File: src/rtl/ultrasonic_poll_filter.sv
// Polls an ultrasonic sensor stage, smooths returned distances over a sliding window and derives a debounced presence flag.
// Optional build macro: US_TIMEOUT_STATS_EN adds an 8-bit saturating timeout counter output.
module ultrasonic_poll_filter #(
  parameter int DIST_W         = 16,
  parameter int POLL_CYCLES    = 3_000_000,
  parameter int TIMEOUT_CYCLES = 2_000_000,
  parameter int MAX_CM         = 400,
  parameter int AVG_LOG2       = 2,
  parameter int NEAR_CM        = 20,
  parameter int FAR_CM         = 30,
  parameter int HOLD           = 3
) (
  input  logic              clk,
  input  logic              rst_n,
  input  logic              enable,
  output logic              trigger,
  input  logic [DIST_W-1:0] dist_in,
  input  logic              dist_valid,
  output logic [DIST_W-1:0] dist_avg,
  output logic              avg_valid,
  output logic              presence,
  output logic              presence_chg
`ifdef US_TIMEOUT_STATS_EN
  ,
  output logic [7:0]        timeout_cnt
`endif
);

  localparam int N  = 1 << AVG_LOG2;
  localparam int SW = DIST_W + AVG_LOG2;
  localparam int CW = $clog2(POLL_CYCLES + 1);
  localparam int HW = $clog2(HOLD + 1);
  localparam int FW = AVG_LOG2 + 1;

  localparam logic [CW-1:0]     POLL_LAST = CW'(POLL_CYCLES - 1);
  localparam logic [CW-1:0]     TMO_CNT   = CW'(TIMEOUT_CYCLES);
  localparam logic [DIST_W-1:0] MAX_D     = DIST_W'(MAX_CM);
  localparam logic [DIST_W-1:0] NEAR_D    = DIST_W'(NEAR_CM);
  localparam logic [DIST_W-1:0] FAR_D     = DIST_W'(FAR_CM);
  localparam logic [HW-1:0]     HOLD_M1   = HW'(HOLD - 1);
  localparam logic [FW-1:0]     FILL_FULL = FW'(N);
  localparam logic [FW-1:0]     FILL_M1   = FW'(N - 1);

  typedef enum logic [1:0] {S_IDLE, S_TRIG, S_WAIT, S_GAP} state_t;

  state_t              r_state;
  state_t              w_state_nxt;
  logic [CW-1:0]       r_poll_cnt;
  logic                w_smp_vld;
  logic [DIST_W-1:0]   w_smp_dat;
  logic                w_timeout;

  logic [DIST_W-1:0]   r_win [N];
  logic [AVG_LOG2-1:0] r_wr_ptr;
  logic [FW-1:0]       r_fill;
  logic [SW-1:0]       r_sum;
  logic [SW-1:0]       w_new_sum;
  logic [DIST_W-1:0]   w_oldest;
  logic                w_full_nxt;

  logic [HW-1:0]       r_near_cnt;
  logic [HW-1:0]       r_far_cnt;

  always_ff @(posedge clk or negedge rst_n) begin
    if (!rst_n) begin
      r_state <= S_IDLE;
    end else begin
      r_state <= w_state_nxt;
    end
  end

  // A real sample in the timeout cycle takes priority over substitution.
  always_comb begin
    w_state_nxt = r_state;
    w_smp_vld   = 1'b0;
    w_smp_dat   = '0;
    w_timeout   = 1'b0;
    case (r_state)
      S_IDLE: begin
        if (enable) w_state_nxt = S_TRIG;
      end
      S_TRIG: begin
        w_state_nxt = S_WAIT;
      end
      S_WAIT: begin
        if (!enable) begin
          w_state_nxt = S_IDLE;
        end else if (dist_valid) begin
          w_smp_vld   = 1'b1;
          w_smp_dat   = (dist_in > MAX_D) ? MAX_D : dist_in;
          w_state_nxt = S_GAP;
        end else if (r_poll_cnt == TMO_CNT) begin
          w_smp_vld   = 1'b1;
          w_smp_dat   = MAX_D;
          w_timeout   = 1'b1;
          w_state_nxt = S_GAP;
        end
      end
      S_GAP: begin
        if (!enable) begin
          w_state_nxt = S_IDLE;
        end else if (r_poll_cnt >= POLL_LAST) begin
          w_state_nxt = S_TRIG;
        end
      end
      default: w_state_nxt = S_IDLE;
    endcase
  end

  assign trigger = (r_state == S_TRIG);

  // Counter holds the number of cycles elapsed since the trigger cycle.
  always_ff @(posedge clk or negedge rst_n) begin
    if (!rst_n) begin
      r_poll_cnt <= '0;
    end else if (r_state == S_TRIG) begin
      r_poll_cnt <= CW'(1);
    end else if (r_state != S_IDLE) begin
      r_poll_cnt <= r_poll_cnt + CW'(1);
    end
  end

  assign w_oldest   = r_win[r_wr_ptr];
  assign w_new_sum  = r_sum + SW'(w_smp_dat) - SW'(w_oldest);
  assign w_full_nxt = (r_fill >= FILL_M1);

  always_ff @(posedge clk or negedge rst_n) begin
    if (!rst_n) begin
      for (int i = 0; i < N; i++) r_win[i] <= '0;
      r_wr_ptr  <= '0;
      r_fill    <= '0;
      r_sum     <= '0;
      dist_avg  <= '0;
      avg_valid <= 1'b0;
    end else begin
      avg_valid <= 1'b0;
      if (w_smp_vld) begin
        r_win[r_wr_ptr] <= w_smp_dat;
        r_wr_ptr        <= r_wr_ptr + 1'b1;
        r_sum           <= w_new_sum;
        if (r_fill != FILL_FULL) r_fill <= r_fill + FW'(1);
        if (w_full_nxt) begin
          dist_avg  <= w_new_sum[SW-1:AVG_LOG2];
          avg_valid <= 1'b1;
        end
      end
    end
  end

  // Averages inside the hysteresis band reset both debounce counts.
  always_ff @(posedge clk or negedge rst_n) begin
    if (!rst_n) begin
      presence     <= 1'b0;
      presence_chg <= 1'b0;
      r_near_cnt   <= '0;
      r_far_cnt    <= '0;
    end else begin
      presence_chg <= 1'b0;
      if (avg_valid) begin
        if (!presence) begin
          r_far_cnt <= '0;
          if (dist_avg <= NEAR_D) begin
            if (r_near_cnt == HOLD_M1) begin
              presence     <= 1'b1;
              presence_chg <= 1'b1;
              r_near_cnt   <= '0;
            end else begin
              r_near_cnt <= r_near_cnt + HW'(1);
            end
          end else begin
            r_near_cnt <= '0;
          end
        end else begin
          r_near_cnt <= '0;
          if (dist_avg >= FAR_D) begin
            if (r_far_cnt == HOLD_M1) begin
              presence     <= 1'b0;
              presence_chg <= 1'b1;
              r_far_cnt    <= '0;
            end else begin
              r_far_cnt <= r_far_cnt + HW'(1);
            end
          end else begin
            r_far_cnt <= '0;
          end
        end
      end
    end
  end

`ifdef US_TIMEOUT_STATS_EN
  always_ff @(posedge clk or negedge rst_n) begin
    if (!rst_n) begin
      timeout_cnt <= '0;
    end else if (w_timeout && (timeout_cnt != 8'hFF)) begin
      timeout_cnt <= timeout_cnt + 8'd1;
    end
  end
`endif

endmodule

File: config.mk
export PLATFORM = sky130hd
export DESIGN_NAME = ultrasonic_poll_filter
export DESIGN_NICKNAME = d
export VERILOG_FILES = /design/src/rtl/ultrasonic_poll_filter.sv
export SDC_FILE = /design/constraint.sdc
export NUM_CORES = 1
export LEC_CHECK = 0
export ABC_AREA = 1
export ABC_CLOCK_PERIOD_IN_PS = 2900
export CELL_PAD_IN_SITES_DETAIL_PLACEMENT = 1
export CELL_PAD_IN_SITES_GLOBAL_PLACEMENT = 1
export CORE_MARGIN = 2
export CORE_UTILIZATION = 40
export DETAILED_ROUTE_END_ITERATION = 7
export PLACE_DENSITY = 0.77
export SLEW_MARGIN = 20
export SYNTH_ARGS = -nofsm -noshare
export SYNTH_HDL_FRONTEND = slang
export SYNTH_SLANG_ARGS = --single-unit
File: constraint.sdc
create_clock -name clk -period 2.9 [get_ports clk]
set_input_delay 0.58 -clock clk [delete_from_list [all_inputs] [get_ports clk]]
set_output_delay 0.58 -clock clk [all_outputs]
set_load 0.01 [all_outputs]
Yosys cells after proc, flatten, opt, wreduce, memory -nomap -nowiden
Index checks and enable logic that the tools add are counted.

word-level totals
  register bits after elaboration = 134
  logic and storage cells = 88
  bits of input ports = 20

operators by class
  add/subtract/negate cells = 7
  reduce and logical (&&, ||, !) cells = 7
  bitwise logic cells = 1
  magnitude comparators = 7
  eq/ne operators = 10
  mux-type cells = 41

operators by type and width
  kind                                                                                   count
  16-bit two-way mux                                                                     7
  64-bit bitwise mux                                                                     1
  22-bit two-way mux                                                                     2
  16-bit binary-select mux with 2-bit select                                             1
  16-bit demux with 2-bit select                                                         1
  2-bit two-way mux                                                                      12
  22-bit by 1-bit adder with 22-bit output (second input constant)                       1
  22-bit by 21-bit == test with 1-bit output (second input constant)                     1
  22-bit greater-or-equal comparator (second input constant)                             1
  18-bit by 16-bit adder with 18-bit output                                              1
  18-bit by 16-bit subtractor with 18-bit output                                         1
  16-bit by 5-bit greater-or-equal comparator with 1-bit output (second input constant)  1
  16-bit by 9-bit > comparator with 1-bit output (second input constant)                 1
  16-bit by 5-bit less-or-equal comparator with 1-bit output (second input constant)     1
  1-bit two-way mux                                                                      15
  9-bit two-way mux                                                                      1
  2-bit == test (second input constant)                                                  4
  2-bit case mux with 4 select lines                                                     1
  2-bit by 1-bit adder with 2-bit output (second input constant)                         3
  3-bit inequality test (second input constant)                                          2
  4-bit inequality test (second input constant)                                          1
  2-bit AND reduction                                                                    2
  2-bit nonzero test                                                                     2
  3-bit by 1-bit adder with 3-bit output (second input constant)                         1
  other kinds (9)                                                                        9

Logic depth before layout (Yosys ltp)
Gate-level depths: netlist of the first run.

  word-level depth = 7
  gate-level depth with buffers = 22

Least setup slack after synthesis of the first run
No wires, ideal clock.

  path type = input-to-reg
  start point = input port dist_in[12]
  end point = register dist_avg[12]
  arrival time = 3.051 ns
  library setup time = 0.116 ns
  required time = 2.784 ns
  stages on the path = 18
  setup slack = -0.267 ns
  path through = nor2_1 > nand2_1 > nor4_2 > nand2_1 > nor2_1 > inv_1 > fa_1 > inv_1 > ha_1 > or2_2 > nand2_1 > o21ai_0 > nand2_1 > nand2_1 > nand2_1 > nand2_1 > nand2_1 > nand2_1

between the ends
  longest elaborated chain between the ends = 7

ends and longest elaborated chain
  item                                              RTL line  source
  from (decl)                                       17        input logic [DIST_W-1:0] dist_in,
  16-bit by 9-bit > comparator with 1-bit output    90        w_smp_dat = (dist_in > MAX_D) ? MAX_D : dist_in;
  16-bit two-way mux *                              90
  16-bit two-way mux *                              88        end else if (dist_valid) begin
  16-bit two-way mux *                              86        if (!enable) begin
  16-bit two-way mux *                              78        case (r_state)
  18-bit by 16-bit adder with 18-bit output *       124       assign w_new_sum = r_sum + SW'(w_smp_dat) - SW'(w_oldest);
  18-bit by 16-bit subtractor with 18-bit output *  124
  to (signal assigned)                              143       dist_avg <= w_new_sum[SW-1:AVG_LOG2];
  to (decl)                                         19        output logic [DIST_W-1:0] dist_avg,

Mark *: on every way between the ends. The rest lies on a longest branch, timed or not.
A chain may end at the register's enable or synchronous reset.

Worst setup path after layout of the first run
  start point = input port dist_in[7]
  end point = register r_sum[6]

between the ends
  longest elaborated chain between the ends = 7

ends and longest elaborated chain
  item                                            RTL line  source
  16-bit by 9-bit > comparator with 1-bit output  90
  16-bit two-way mux                              90
  16-bit two-way mux                              88
  16-bit two-way mux                              86
  16-bit two-way mux                              78
  18-bit by 16-bit adder with 18-bit output       124
  18-bit by 16-bit subtractor with 18-bit output  124
  to (signal assigned)                            140       r_sum <= w_new_sum;
  to (decl)                                       56        logic [SW-1:0] r_sum;

No other way between the ends.

==> results of run 1 <==
==> synthesized netlist by cell type <==
cell                       number  share of area (%)
sky130_fd_sc_hd__nand2_1      294                 14
sky130_fd_sc_hd__inv_1        153                7.5
sky130_fd_sc_hd__dfrtp_1      134                 44
sky130_fd_sc_hd__nor2_1       109                5.3
sky130_fd_sc_hd__o21ai_0       86                5.6
sky130_fd_sc_hd__nand3_1       47                3.1
sky130_fd_sc_hd__a21oi_1       44                2.9
sky130_fd_sc_hd__ha_1          27                4.4
sky130_fd_sc_hd__fa_1          16                4.2
sky130_fd_sc_hd__nor3_1        13               0.85
sky130_fd_sc_hd__nand4_1       11               0.90
sky130_fd_sc_hd__o21ai_1       11               0.72
sky130_fd_sc_hd__clkbuf_1      10               0.49
sky130_fd_sc_hd__xor2_1        10                1.1
sky130_fd_sc_hd__o22ai_1        9               0.73
sky130_fd_sc_hd__buf_4          4               0.39
sky130_fd_sc_hd__buf_6          4               0.59
sky130_fd_sc_hd__inv_2          3               0.15
sky130_fd_sc_hd__nand2_4        3               0.44
sky130_fd_sc_hd__nand3b_1       3               0.29
sky130_fd_sc_hd__nor2_2         3               0.24
sky130_fd_sc_hd__nor4_1         3               0.24
sky130_fd_sc_hd__buf_2          2               0.13
sky130_fd_sc_hd__clkinv_1       2              0.098
sky130_fd_sc_hd__conb_1         2              0.098
sky130_fd_sc_hd__nand2_2        2               0.16
sky130_fd_sc_hd__nand3_2        2               0.26
sky130_fd_sc_hd__a21oi_2        1               0.11
sky130_fd_sc_hd__a32o_1         1               0.13
sky130_fd_sc_hd__and2_1         1              0.082
sky130_fd_sc_hd__buf_1          1              0.049
sky130_fd_sc_hd__nor3_2         1               0.13
sky130_fd_sc_hd__nor3b_1        1              0.098
sky130_fd_sc_hd__nor4_2         1               0.16
sky130_fd_sc_hd__o21a_1         1              0.098
sky130_fd_sc_hd__or2_0          1              0.082
sky130_fd_sc_hd__or2_2          1              0.082
sky130_fd_sc_hd__xnor2_1        1               0.11
==> state kept, by name, indices dropped and copies added, names as in the netlist <==
register,count
avg_valid,1
dist_avg,16
presence,1
presence_chg,1
r_far_cnt,2
r_fill,3
r_near_cnt,2
r_poll_cnt,22
r_state,2
r_sum,18
r_win,64
r_wr_ptr,2
==> layer usage <==
metal  routed length (um)  vias up
li1                     -     3495
met1                11150     3753
met2                13090      141
met3                  820       59
met4                  631        0
met5                    0        -
==> worst register-to-register path, stage by stage, from the launching register on <==
cell	delay [ps]
sky130_fd_sc_hd__dfrtp_1	390
sky130_fd_sc_hd__nor2_2	150
sky130_fd_sc_hd__nand3_2	120
sky130_fd_sc_hd__nor2_4	170
sky130_fd_sc_hd__nand3_2	120
sky130_fd_sc_hd__nand2_4	130
sky130_fd_sc_hd__nand2_4	80
sky130_fd_sc_hd__fa_1	550
sky130_fd_sc_hd__inv_2	60
sky130_fd_sc_hd__ha_4	340
sky130_fd_sc_hd__nand2_4	90
sky130_fd_sc_hd__buf_6	130
sky130_fd_sc_hd__o21ai_4	210
sky130_fd_sc_hd__xor2_2	250
sky130_fd_sc_hd__nand2_1	100
sky130_fd_sc_hd__o21ai_1	100
==> path summary, 6_finish.rpt <==
| kind | start | end | slack, ps |
|---|---|---|---|
| worst max-delay path | dist_in[7] | r_sum[6]$_DFFE_PN0P_ | -200 |
| worst min-delay path | rst_n | r_win[44]$_DFFE_PN0P_ | 20 |
| worst min register to register | r_win[16]$_DFFE_PN0P_ | r_win[16]$_DFFE_PN0P_ | 470 |
| worst max register to register | r_poll_cnt[12]$_DFFE_PN0P_ | r_sum[6]$_DFFE_PN0P_ | -170 |
| min in group clk | r_win[16]$_DFFE_PN0P_ | r_win[16]$_DFFE_PN0P_ | 470 |
| max in group asynchronous | rst_n | r_win[36]$_DFFE_PN0P_ | 2060 |
==> per-stage QoR <==
stage          util, %  cells  setup TNS (ps)
6_report         55.70   1420           -3382
5_1_grt          55.70   1420           -6863
4_1_cts          54.49   1414          -520.6
3_5_place_dp     48.69   1364          -23700
3_3_place_gp     48.69   1364          -21440
2_1_floorplan        -   1023           -1745
==> layout by cell type (no fill, tap or decap), types with 4 or more instances in the layout <==
cell type,instances
sky130_fd_sc_hd__nor2_4,14
sky130_fd_sc_hd__nand2_4,18
sky130_fd_sc_hd__nand2_2,32
sky130_fd_sc_hd__nand2_1,248
sky130_fd_sc_hd__fa_1,15
sky130_fd_sc_hd__nor3_1,10
sky130_fd_sc_hd__nand3_1,32
sky130_fd_sc_hd__inv_1,134
sky130_fd_sc_hd__inv_2,21
sky130_fd_sc_hd__dfrtp_1,134
sky130_fd_sc_hd__ha_4,10
sky130_fd_sc_hd__nor2_1,87
sky130_fd_sc_hd__ha_1,17
sky130_fd_sc_hd__conb_1,7
sky130_fd_sc_hd__nand4_1,11
sky130_fd_sc_hd__a21oi_1,32
sky130_fd_sc_hd__o22ai_1,9
sky130_fd_sc_hd__clkdlybuf4s50_1,23
sky130_fd_sc_hd__xor2_2,6
sky130_fd_sc_hd__o21ai_1,19
sky130_fd_sc_hd__o21ai_0,77
sky130_fd_sc_hd__clkbuf_16,17
sky130_fd_sc_hd__dlygate4sd2_1,13
sky130_fd_sc_hd__nand3_2,14
sky130_fd_sc_hd__xor2_1,4
sky130_fd_sc_hd__nor2_2,11
sky130_fd_sc_hd__buf_4,108
sky130_fd_sc_hd__a21oi_2,11
==> cell families (layout without fill, tap and decap cells) <==
| kind of cell | Yosys count | count (layout) | share of synthesized area [%] |
|---|---|---|---|
| buf+inv | 179 | 342 | 9.368 |
| simple gates | 496 | 496 | 26.78 |
| other cells | 2 | 7 | 0.09779 |
| fa+ha+maj | 43 | 43 | 8.570 |
| compound gates | 153 | 153 | 10.26 |
| xor+xnor | 11 | 11 | 1.254 |
| flops | 134 | 134 | 43.66 |
==> repair_timing <==
action                     4_1_cts  5_1_grt
pin swaps                       72       23
gates resized for setup        113       49
buffers inserted                18        6
setup endpoints to repair       32       31
==> area by class of cell <==
type                    instances  area [um2]
fillers                      2257        8314
flip-flops and latches        134        3353
repair buffers                152        1269
well taps                     234       292.8
clock inverters                12       153.9
inverters                     158       595.6
multi-input cells             710        4343
clock buffers                  20       446.7
==> results.md, run 1 <==
* Worst hold slack at 23.64 ps
* Number of warnings reported in the yosys synthesis log at 0
* Placement-stage cell area at 0.009139 mm2
* Top Usage Layer GRT: met2
* CP endpoint kind: register
* Path class of the lowest-slack min-delay path: input port to async pin
* Result of the run: finished, violations left
* Post-synthesis sequential area ratio at 43.66%
* Logic depth of the worst path, buffers included at 14
* Final weighted congestion in routability-driven placement at 0.8398
* H-Tree Level Count at 4
* GR Layer Usage met3 at 5.451%
* Violated checks: negative setup slack
* Maximum fanout encountered on the critical timing path at 4
* Unrepaired setup endpoints after global routing: true
* Core Rows at 50
* Fin crit share at 106.8%
* Most used cell, CP: sky130_fd_sc_hd__nand2_4
* Number of port buffers at 39
* Final hold violation count at 0
* Slowest library cell on the worst path: sky130_fd_sc_hd__fa_1
* Vias in the first global route at 7934
* Post-route minimum period at 3098 ps
* Max Slew Vio Count at 0
* Antenna viol nets, final at 0
* Die Footprint at 0.02032 mm2
* GR met1 Demand/Resource at 32.89%
* Worst clock skew on the final layout at 15.73 ps
* Slack of the critical path at -198.4 ps
* Synth Cell Area at 0.007680 mm2
* Category of the worst setup path launch point: input port
* Critical Path, Cell by Cell: clkdlybuf4s50_1 > nand3_4 > buf_4 > nand3_2 > nand2_4 > fa_1 > inv_2 > ha_4 > nand2_4 > buf_6 > o21ai_4 > xor2_2 > nand2_1 > o21ai_1
* Met2 track utilization from global routing at 44.31%
* Actual transition at the worst max-transition pin at 519.5 ps
* Total of hold buffers inserted after clock tree synthesis at 0
* Routed WL per cell at 18.09 um
* Core Footprint at 0.01877 mm2
* Root buffer selected by CTS: sky130_fd_sc_hd__clkbuf_16
* Worst slack after detailed placement at -850.7 ps
* Starting Density at 40.92%
* Clock input transition at the sequential cells of the worst setup and hold paths at 60 ps
* Max-cap violation count at 0
* First-pass GRT wire length at 40.65 mm
* Largest net degree at the start of global routing at 47
* Ratio of cells with drive above 1 in the final layout at 25.04%
* Worst slew margin relative to its limit at 65.05%
* CTS tree: yes
* Number of buffers added by the clock tree synthesis step at 17
* Number of setup violations in the final report at 26
* Mapped Cells at 1018
* Total number of vias at 7448
* Num ports at 40
* Layout net count at 1236
* Total congestion overflow after global routing at 0
* Post-detailed-route via-to-cell ratio at 5.245
* Die span in y at 142.6 um
* Netlist cell types at 38
* Kind of critical path: input port to register
* Die X-Extent at 142.6 um
* Avg Inst Size Synth at 7.544 um2
* Post-synthesis register bit count at 134
* Worst path arrival time at 3460 ps
* Maximum clock frequency at 322.7 MHz
* ANT cells at 0
* Number of design rule violations left after detail routing at 0
* Count of buffering cells on the critical path with inverters included at 4
* Number of antenna violations at the first check in global routing at 0
* Maximum single-stage delay on the critical path at 550 ps
* Overall routing resource usage at 25.74%
* Area overhead of the layout relative to synthesis at 36.12%
* Clock buffer depth at 2
* Final design area excluding fillers at 0.01045 mm2
* Violation count after the first detailed-routing iteration at 312
* Clock Latency Late Sink at 440 ps
* TritonCTS sink count at 134
* Crit path required time at 3260 ps
* Depth of the most critical reg-to-reg path at 15
* Wirelength, routed at 25.69 mm
* Delay-heaviest family, CP: buffers and inverters
* Detailed Place HPWL at 16.50 mm
* Number of search-and-repair iterations in the first detailed-routing pass at 5
Power of run 1 is not shown: default switching activity piles up to over one toggle a cycle in this logic, so the estimate is an artifact.
==> run 2, diff against run 1 <==
--- a/config.mk
+++ b/config.mk
@@ -11,6 +11,7 @@
 export CELL_PAD_IN_SITES_GLOBAL_PLACEMENT = 1
 export CORE_MARGIN = 2
 export CORE_UTILIZATION = 40
+export CTS_CLUSTER_SIZE = 8
 export DETAILED_ROUTE_END_ITERATION = 7
 export PLACE_DENSITY = 0.77
 export SLEW_MARGIN = 20
==> results of run 2 <==
The final DEF is identical to that of run 1; final timing and power are the same.
Power of run 2 is left out for the same reason.
